===== src/rtl/load_miss_buffer_mc.sv =====
// Load miss buffer: holds cache-missing loads until fill data arrives, merges forwarded and
// filled bytes, extends the result and offers completed loads to CDB arbitration.
module load_miss_buffer_mc #(
    parameter int unsigned DEPTH       = 8,
    parameter int unsigned NUM_MSHR    = 4,
    parameter int unsigned BLOCK_WORDS = 2,
    parameter int unsigned NUM_FILL    = 2,
    parameter int unsigned TAG_W       = 6,
    parameter int unsigned BM_W        = 4,
    localparam int unsigned MSHR_W     = $clog2(NUM_MSHR),
    localparam int unsigned WIDX_W     = (BLOCK_WORDS > 1) ? $clog2(BLOCK_WORDS) : 1,
    localparam int unsigned OCC_W      = $clog2(DEPTH + 1)
) (
    input  logic                               clock,
    input  logic                               reset,
    input  logic                               alloc_valid,
    input  logic [TAG_W-1:0]                   alloc_tag,
    input  logic [31:0]                        alloc_addr,
    input  logic [2:0]                         alloc_func,
    input  logic [BM_W-1:0]                    alloc_bmask,
    input  logic [MSHR_W-1:0]                  alloc_mshr,
    input  logic [3:0]                         alloc_pend,
    input  logic [31:0]                        alloc_data,
    output logic                               alloc_ready,
    input  logic [NUM_FILL-1:0]                fill_valid,
    input  logic [NUM_FILL*MSHR_W-1:0]         fill_mshr,
    input  logic [NUM_FILL*BLOCK_WORDS*32-1:0] fill_data,
    output logic [DEPTH-1:0]                   cdb_req,
    input  logic [DEPTH-1:0]                   cdb_gnt,
    output logic [DEPTH*TAG_W-1:0]             cdb_tag,
    output logic [DEPTH*32-1:0]                cdb_data,
    input  logic [BM_W-1:0]                    br_resolve,
    input  logic                               br_mispred,
    output logic [OCC_W-1:0]                   occupancy
);

    localparam int unsigned OFF_W  = 2 + WIDX_W;
    localparam int unsigned LINE_W = NUM_FILL * BLOCK_WORDS * 32;

    typedef enum logic [1:0] {StEmpty, StWait, StReady} state_e;

    state_e            r_state [DEPTH];
    state_e            w_state_nxt [DEPTH];
    logic [TAG_W-1:0]  r_tag [DEPTH];
    logic [TAG_W-1:0]  w_tag_nxt [DEPTH];
    logic [OFF_W-1:0]  r_off [DEPTH];
    logic [OFF_W-1:0]  w_off_nxt [DEPTH];
    logic [2:0]        r_func [DEPTH];
    logic [2:0]        w_func_nxt [DEPTH];
    logic [BM_W-1:0]   r_bmask [DEPTH];
    logic [BM_W-1:0]   w_bmask_nxt [DEPTH];
    logic [MSHR_W-1:0] r_mshr [DEPTH];
    logic [MSHR_W-1:0] w_mshr_nxt [DEPTH];
    logic [3:0]        r_pend [DEPTH];
    logic [3:0]        w_pend_nxt [DEPTH];
    logic [31:0]       r_data [DEPTH];
    logic [31:0]       w_data_nxt [DEPTH];
    logic [OCC_W-1:0]  r_occ;
    logic [OCC_W-1:0]  w_occ_nxt;

    logic [DEPTH-1:0]  w_alloc_oh;
    logic              w_alloc_fire;
    logic              w_alloc_squash;
    logic              w_byp_hit;
    logic [31:0]       w_byp_word;
    logic [3:0]        w_alloc_pend_eff;
    logic [31:0]       w_alloc_data_eff;
    logic [DEPTH-1:0]  w_fill_hit;
    logic [31:0]       w_fill_word [DEPTH];
    logic              w_unused_addr;

    assign w_unused_addr = ^alloc_addr[31:OFF_W];

    function automatic logic [31:0] line_word(input logic [LINE_W-1:0] line, input int ch,
                                              input logic [OFF_W-1:0] off);
        int widx;
        widx = (BLOCK_WORDS > 1) ? int'(off[OFF_W-1:2]) : 0;
        return line[(ch * BLOCK_WORDS + widx) * 32 +: 32];
    endfunction

    function automatic logic [31:0] merge_bytes(input logic [31:0] data, input logic [3:0] pend,
                                                input logic [31:0] word);
        logic [31:0] res;
        for (int b = 0; b < 4; b++) begin
            res[8*b +: 8] = pend[b] ? word[8*b +: 8] : data[8*b +: 8];
        end
        return res;
    endfunction

    function automatic logic [31:0] extend(input logic [31:0] word, input logic [1:0] lo,
                                           input logic [2:0] func);
        logic [31:0] sh;
        sh = word >> {lo, 3'b000};
        case (func[1:0])
            2'd0:    return func[2] ? {24'b0, sh[7:0]} : {{24{sh[7]}}, sh[7:0]};
            2'd1:    return func[2] ? {16'b0, sh[15:0]} : {{16{sh[15]}}, sh[15:0]};
            default: return sh;
        endcase
    endfunction

    // Lowest-index EMPTY entry from registered state; entries freed this cycle are not eligible.
    always_comb begin
        w_alloc_oh  = '0;
        alloc_ready = 1'b0;
        for (int i = 0; i < DEPTH; i++) begin
            if (!alloc_ready && r_state[i] == StEmpty) begin
                w_alloc_oh[i] = 1'b1;
                alloc_ready   = 1'b1;
            end
        end
    end

    // Descending channel scan so the lowest matching channel wins.
    always_comb begin
        w_byp_hit  = 1'b0;
        w_byp_word = '0;
        for (int c = NUM_FILL - 1; c >= 0; c--) begin
            if (fill_valid[c] && fill_mshr[c*MSHR_W +: MSHR_W] == alloc_mshr) begin
                w_byp_hit  = 1'b1;
                w_byp_word = line_word(fill_data, c, alloc_addr[OFF_W-1:0]);
            end
        end
        w_alloc_fire     = alloc_valid && alloc_ready;
        w_alloc_squash   = br_mispred && (|(alloc_bmask & br_resolve));
        w_alloc_pend_eff = w_byp_hit ? 4'b0 : alloc_pend;
        w_alloc_data_eff = w_byp_hit ? merge_bytes(alloc_data, alloc_pend, w_byp_word)
                                     : alloc_data;
    end

    always_comb begin
        for (int i = 0; i < DEPTH; i++) begin
            w_fill_hit[i]  = 1'b0;
            w_fill_word[i] = '0;
            for (int c = NUM_FILL - 1; c >= 0; c--) begin
                if (fill_valid[c] && fill_mshr[c*MSHR_W +: MSHR_W] == r_mshr[i]) begin
                    w_fill_hit[i]  = 1'b1;
                    w_fill_word[i] = line_word(fill_data, c, r_off[i]);
                end
            end
        end
    end

    always_comb begin
        for (int i = 0; i < DEPTH; i++) begin
            w_state_nxt[i] = r_state[i];
            w_tag_nxt[i]   = r_tag[i];
            w_off_nxt[i]   = r_off[i];
            w_func_nxt[i]  = r_func[i];
            w_bmask_nxt[i] = r_bmask[i];
            w_mshr_nxt[i]  = r_mshr[i];
            w_pend_nxt[i]  = r_pend[i];
            w_data_nxt[i]  = r_data[i];
            case (r_state[i])
                StWait: begin
                    if (w_fill_hit[i]) begin
                        w_data_nxt[i]  = merge_bytes(r_data[i], r_pend[i], w_fill_word[i]);
                        w_pend_nxt[i]  = 4'b0;
                        w_state_nxt[i] = StReady;
                    end
                end
                StReady: begin
                    if (cdb_gnt[i]) w_state_nxt[i] = StEmpty;
                end
                default: ;
            endcase
            // Mispredict squash overrides any same-cycle fill or grant.
            if (r_state[i] != StEmpty) begin
                if (br_mispred && (|(r_bmask[i] & br_resolve))) begin
                    w_state_nxt[i] = StEmpty;
                end else begin
                    w_bmask_nxt[i] = r_bmask[i] & ~br_resolve;
                end
            end
            if (w_alloc_fire && w_alloc_oh[i] && !w_alloc_squash) begin
                w_state_nxt[i] = (w_alloc_pend_eff == 4'b0) ? StReady : StWait;
                w_tag_nxt[i]   = alloc_tag;
                w_off_nxt[i]   = alloc_addr[OFF_W-1:0];
                w_func_nxt[i]  = alloc_func;
                w_bmask_nxt[i] = alloc_bmask & ~br_resolve;
                w_mshr_nxt[i]  = alloc_mshr;
                w_pend_nxt[i]  = w_alloc_pend_eff;
                w_data_nxt[i]  = w_alloc_data_eff;
            end
        end
    end

    always_comb begin
        w_occ_nxt = '0;
        for (int i = 0; i < DEPTH; i++) begin
            if (w_state_nxt[i] != StEmpty) w_occ_nxt = w_occ_nxt + OCC_W'(1);
        end
    end

    always_ff @(posedge clock or negedge reset) begin
        if (!reset) begin
            for (int i = 0; i < DEPTH; i++) begin
                r_state[i] <= StEmpty;
                r_tag[i]   <= '0;
                r_off[i]   <= '0;
                r_func[i]  <= '0;
                r_bmask[i] <= '0;
                r_mshr[i]  <= '0;
                r_pend[i]  <= '0;
                r_data[i]  <= '0;
            end
            r_occ <= '0;
        end else begin
            for (int i = 0; i < DEPTH; i++) begin
                r_state[i] <= w_state_nxt[i];
                r_tag[i]   <= w_tag_nxt[i];
                r_off[i]   <= w_off_nxt[i];
                r_func[i]  <= w_func_nxt[i];
                r_bmask[i] <= w_bmask_nxt[i];
                r_mshr[i]  <= w_mshr_nxt[i];
                r_pend[i]  <= w_pend_nxt[i];
                r_data[i]  <= w_data_nxt[i];
            end
            r_occ <= w_occ_nxt;
        end
    end

    always_comb begin
        for (int i = 0; i < DEPTH; i++) begin
            cdb_req[i]                   = (r_state[i] == StReady);
            cdb_tag[i*TAG_W +: TAG_W]    = cdb_req[i] ? r_tag[i] : '0;
            cdb_data[i*32 +: 32]         = cdb_req[i] ? extend(r_data[i], r_off[i][1:0], r_func[i])
                                                      : '0;
        end
    end

    assign occupancy = r_occ;

endmodule

===== config.mk =====
export PLATFORM = sky130hd
export DESIGN_NAME = load_miss_buffer_mc
export DESIGN_NICKNAME = d
export VERILOG_FILES = /design/src/rtl/load_miss_buffer_mc.sv
export SDC_FILE = /design/constraint.sdc
export NUM_CORES = 2
export LEC_CHECK = 0
export CAP_MARGIN = 25
export CORE_AREA = 2 2 262 264
export DETAILED_ROUTE_END_ITERATION = 16
export DIE_AREA = 0 0 264 266
export MAX_ROUTING_LAYER = met4
export PLACE_DENSITY = 0.8
export SLEW_MARGIN = 20
export SYNTH_ARGS = -nofsm -noshare
export SYNTH_HDL_FRONTEND = slang
export SYNTH_SLANG_ARGS = --single-unit
export TNS_END_PERCENT = 10

===== constraint.sdc =====
create_clock -name clock -period 11.5 [get_ports clock]
set_input_delay 2.3 -clock clock [delete_from_list [all_inputs] [get_ports clock]]
set_output_delay 2.3 -clock clock [all_outputs]
set_load 0.005 [all_outputs]

### Word level (Yosys, flattened, before mapping)

Cells that the tools add are included.

* output and inout bits: 317
* word-level logic and storage cells: 663
* flip-flop bits (word level): 452
* input port bits: 233

* bitwise logic cells: 19
* shift-type cells: 26
* eq/ne operators: 50
* multiplexer cells: 258
* reduce and logical (&&, ||, !) cells: 205
* add/subtract/negate cells: 16

Operators with widths (number)
* $mux 32: 67
* $shiftx 128x7->32: 9
* $shiftx 128x9->32: 9
* $pmux 32 s2: 8
* $mux 8: 36
* $shr 32x5->32: 8
* $mux 4: 56
* $reduce_bool 2->1: 72
* $reduce_and 3->1: 32
* $mux 2: 41
* $and 4x4->4: 18
* $logic_and 1x1->1: 51
* $mux 6: 8
* $eq 2x2->1: 18
* $reduce_or 4->1: 9
* $mux 1: 34
* $eq 2x1->1 const B: 16
* $logic_not 2->1: 16
* $pmux 2 s2: 8
* $reduce_and 2->1: 16
* $add 4x1->4 const B: 7
* $add 2x1->3 const A: 9
* $eq 2x2->1 const B: 8
* $ne 2x1->1 const B: 8
* 3 further kinds: 10

### Longest topological paths before layout

* word-level depth: 43
* mapped depth: 27
* depth with buffers taken out: 27

### Least setup slack after synthesis

Ideal clock, no wire load.

* path type: input to register
* from: input port alloc_bmask[1]
* to: register r_occ[1], in the netlist occupancy[1]
* data arrival time: 6.730 ns
* path buffers: 3
* stages on the path: 25
* setup time: 0.117 ns
* slack: 4.653 ns
* required time: 11.383 ns
* cell sequence: clkbuf_1 -> a22o_1 -> o21ai_1 -> and2_1 -> clkbuf_1 -> and3b_1 -> clkbuf_1 -> nor3_1 -> ha_1 -> inv_1 -> o32a_1 -> o31a_2 -> nand3_2 -> inv_4 -> ha_1 -> inv_1 -> xnor2_1 -> nor3_1 -> or3_1 -> mux2_2 -> ha_1 -> a22o_1 -> ha_1 -> nor2_1 -> nor2_1

* cells in the longest elaborated chain, start to end: 22
* elaborated cells on any way between the ends: 43
* those cells by class: add/sub (7); mux (16); bitwise (1); reduce/logical (19)

Ends and longest elaborated chain
* from (decl): line 20 `input logic [BM_W-1:0] alloc_bmask,`
* $and 4x4->4 (*): line 124 `w_alloc_squash = br_mispred && (|(alloc_bmask & br_resolve));`
* $reduce_or 4->1 (*): line 124
* $logic_and 1x1->1 (*): line 124
* $logic_not 1->1 (*): line 174 `if (w_alloc_fire && w_alloc_oh[i] && !w_alloc_squash) begin`
* $logic_and 1x1->1: line 174
* $mux 2: line 174
* $reduce_bool 2->1: line 190 `if (w_state_nxt[i] != StEmpty) w_occ_nxt = w_occ_nxt + OCC_W'(1);`
* $mux 1: line 190
* [... 7 more ...]
* $mux 4: line 190
* $add 4x1->4: line 190
* $mux 4: line 190
* $add 4x1->4: line 190
* $mux 4: line 190
* $add 4x1->4: line 190
* $mux 4 (*): line 190
* net w_occ_nxt[1]: line 59 `logic [OCC_W-1:0] w_occ_nxt;`
* to (signal assigned): line 218 `r_occ <= w_occ_nxt;`
* to (decl): line 58 `logic [OCC_W-1:0] r_occ;`

The timed path passes the listed nets; every way through them passes the cells marked *.
A chain may end at the register's enable or synchronous reset.

### Worst setup path after layout

* from: input port br_resolve[3]
* to: register r_occ[3], in the netlist occupancy[3]

* cells in the longest elaborated chain, start to end: 22
* elaborated cells on any way between the ends: 83
* those cells by class: add/sub (7); mux (32); bitwise (9); reduce/logical (35)

Ends and longest elaborated chain
* from (decl): line 32 `input logic [BM_W-1:0] br_resolve,`
* $and 4x4->4 (on tied branches): line 168, 124
* $reduce_or 4->1 (on tied branches): line 168, 124
* $logic_and 1x1->1 (on tied branches): line 168, 124
* $mux 2 or $logic_not 1->1 (tied branches): line 168, 174
* $mux 2 or $logic_and 1x1->1 (tied branches): line 167, 174
* $mux 2: line 174
* $reduce_bool 2->1: line 190
* $mux 1: line 190
* [... 7 more ...]
* $mux 4: line 190
* $add 4x1->4: line 190
* $mux 4: line 190
* $add 4x1->4: line 190
* $mux 4: line 190
* $add 4x1->4: line 190
* $mux 4 (*): line 190
* net w_occ_nxt[3]: line 59

Marks and branches as above.

==> reports/metrics.cfg <==
[worst_setup_path]
crit_chain=clkdlybuf4s50_1 > a22o_1 > o21ai_1 > and2_1 > and3b_1 > nor3_1 > ha_1 > inv_1 > o32a_1 > o31a_2 > nand3_2 > inv_4 > ha_1 > inv_1 > xnor2_1 > nor3_1 > or3_1 > mux2_2 > ha_1 > nand2_1 > xor2_1 > xnor2_1 > nand4_1 > xor2_1
worstSetupStartpointType=input port
critPathKind=input port to flip-flop
rrSetupSlack_ns=5.66
critPathCaptureType=flip-flop
crit_fanout=17
endpoint=occupancy[3]
r2r-start=r_state[14]
reg2reg_to=occupancy[3]
required_ns=12.00
slowest_stage=and3b_1
crit_top_cell=ha_1
cpPeakStageDelay_ns=0.92
cp.arrival_ns=8.68
crit_path_start=br_resolve[3]
reg2regPathDepth=27

[synth]
async_flop_share=1.00
ys_types=67
synthCells=4437
synth_area_leader_cell=dfrtp_1
yosys_warnings=0
synth-seq-area-share=0.308
synthFlopType=dfrtp_1
synth_nets=4701
synth_top_area_frac=0.308
synthesis.area_mm2=0.0367
synth-seq-cells=452
synth_edf_count=0
avgSynthCellArea_um2=8.27
synthTopCellsByArea=dfrtp_1 31%, mux2i_1 18%, nand2_1 6.4%

[cts]
cts_resized=0
cts_tree=done
clkTransAtPathRegs_ns=0.07
clock_latency_ns=0.65
holdBufCountCts=0
clock_tree.root_cell=clkbuf_16
clock-sinks=452
cts_buffers=52
post-cts-setup-buffers=0
htree_levels=2
clock_path_buffers=3

[outcome]
status=finished clean

[die]
die_height_um=266
pin_count=550
die_area_mm2=0.0702
die_w_um=264
placementRows=96
core_area_mm2=0.0677
initial_core_util=0.542

[sta]
slew_headroom=0.147
worst_pin_slew_ns=1.28
finalMaxSlewViolations=0
setup_ws_ns=3.32
rsz0062_at_grt=false
period_needed_ns=8.18
setup_violations=0
max_freq_mhz=122
hold_slack_ns=0.469
finalHoldViolations=0
finalSetupTns_ns=0
final_min_period_over_clock_period=0.711
clock-skew-final_ns=0.0315

[place]
finalWeightedCongestion=1.05
hpwl_um=118000
place_ws_ns=2.88
port_buffers=520

[pwr]
p_leak_uw=0.0183
peakVddDrop_v=0.000145
total_power_uw=7680
p_per_area_mw_per_mm2=174

[detailed_routing]
dr.pass1.iters=7
wl_per_cell_um=30.7
routed_via_density=7.02
post-route-drc-count=0
via_count=39300
postRouteAntennaNets=0
dr.first_iter.drc_count=6605
wl_um=172000

[finish]
drive_gt1_frac=0.0701
final_nets=4890
fin_util=0.652
synthToLayoutAreaGrowth_pct=20.4

[global_route]
grt_max_degree=106
grt_use_total=0.485
gr-total-overflow=0
grt_pass1_wl_um=243000
grt_pass1_vias=36200
antenna_found_initial=39

[hold_path]
holdCritPathClass=flip-flop to flip-flop

[job]
max_cap_viol_count=0

==> cells in the mapped netlist (41+ instances only) <==
master and instances:
mux2i_1 678, inv_1 57, dfrtp_1 452, buf_1 191, and2_1 63, nor2b_1 63, nand2b_1 233, a211oi_1 104
o211ai_1 229, nor2_1 114, xnor2_1 45, o22ai_1 287, o21a_1 71, clkbuf_1 303, a21oi_1 170, o21ai_0 368
a22oi_1 43, mux2_2 41, nand3_1 50, nand2_1 625
==> metal layers <==
metal / vias to the layer above / global-route usage / part of all wire
met5: - / - / 0
met4: 0 / 0.354 / 0.092
met3: 900 / 0.219 / 0.16
met2: 3325 / 0.664 / 0.40
met1: 18600 / 0.556 / 0.35
li1: 16400 / - / -
==> critical path: cells and delay by family <==
family,cells,cell delay (ns)
xor+xnor,4,0.67
fa+ha+maj,3,0.88
mux,1,0.28
simple gates,8,2.36
compound gates,4,1.17
buf+inv,4,0.99
==> flip-flops by register name (all words and copies together) (netlist names) <==
signal and flops:
r_tag 48, r_bmask 32, r_func 24, occupancy 4, r_mshr 16, r_pend 32, r_off 24, r_data 256
r_state 16
==> kinds of logic (layout without fill, tap and decap cells) <==
logic type	count (synthesis)	in the layout	share of synthesized area
simple gates	1220	1220	0.156
mux	751	751	0.217
flops	452	452	0.308
xor+xnor	53	53	0.0145
other cells	0	46	0
fa+ha+maj	31	31	0.0106
compound gates	1365	1365	0.234
buf+inv	565	795	0.0588
==> stage by stage <==
step | cells | instance area (um^2)
final | 5595 | 44200
after detailed placement | 5440 | 42000
after CTS | 5535 | 43800
after global routing | 5584 | 44200
after floorplan | 4437 | 36700
after global placement | 5439 | 41900
==> cells in the final DEF, fill, tap and decap left out, types with 71 or more instances in the layout <==
cell type and count:
a211oi_1 104, mux2i_1 678, o211ai_1 229, o21a_1 71, buf_4 107, dfrtp_1 444
o22ai_1 287, nand2_1 623, nor2_1 112, clkdlybuf4s50_1 517, a21oi_1 170, o21ai_0 368
nand2b_1 228
==> area by class of cell <==
cell class | instances | area, um^2
Antenna cell | 46 | 115
Clock buffer | 72 | 1470
Clock inverter | 23 | 394
Fill cell | 5804 | 23600
Inverter | 60 | 229
Multi-Input combinational cell | 3420 | 23300
Sequential cell | 452 | 11300
Tap cell | 882 | 1100
Timing Repair Buffer | 640 | 6270
==> report_power, final <==
group / total (uW) / internal, uW / leakage [uW] / switching (uW)
registers: 2520 / 1950 / 0.00597 / 568
clock network: 1870 / 1110 / 0.000912 / 759
logic: 3290 / 1400 / 0.0114 / 1890
total: 7680 / 4460 / 0.0183 / 3220
==> worst min-delay path by stage <==
stage	start	to	slack, ns	depth (start not counted)
floorplan	r_tag[0]	r_tag[0]	0.43	2
global placement	r_tag[0]	r_tag[0]	0.44	2
detailed placement	r_tag[2]	r_tag[2]	0.45	2
CTS	r_tag[2]	r_tag[2]	0.47	2
global route	r_tag[33]	r_tag[33]	0.49	2
finish	r_tag[12]	r_tag[12]	0.47	2
No activity file was read; power rests on OpenSTA's default activity.
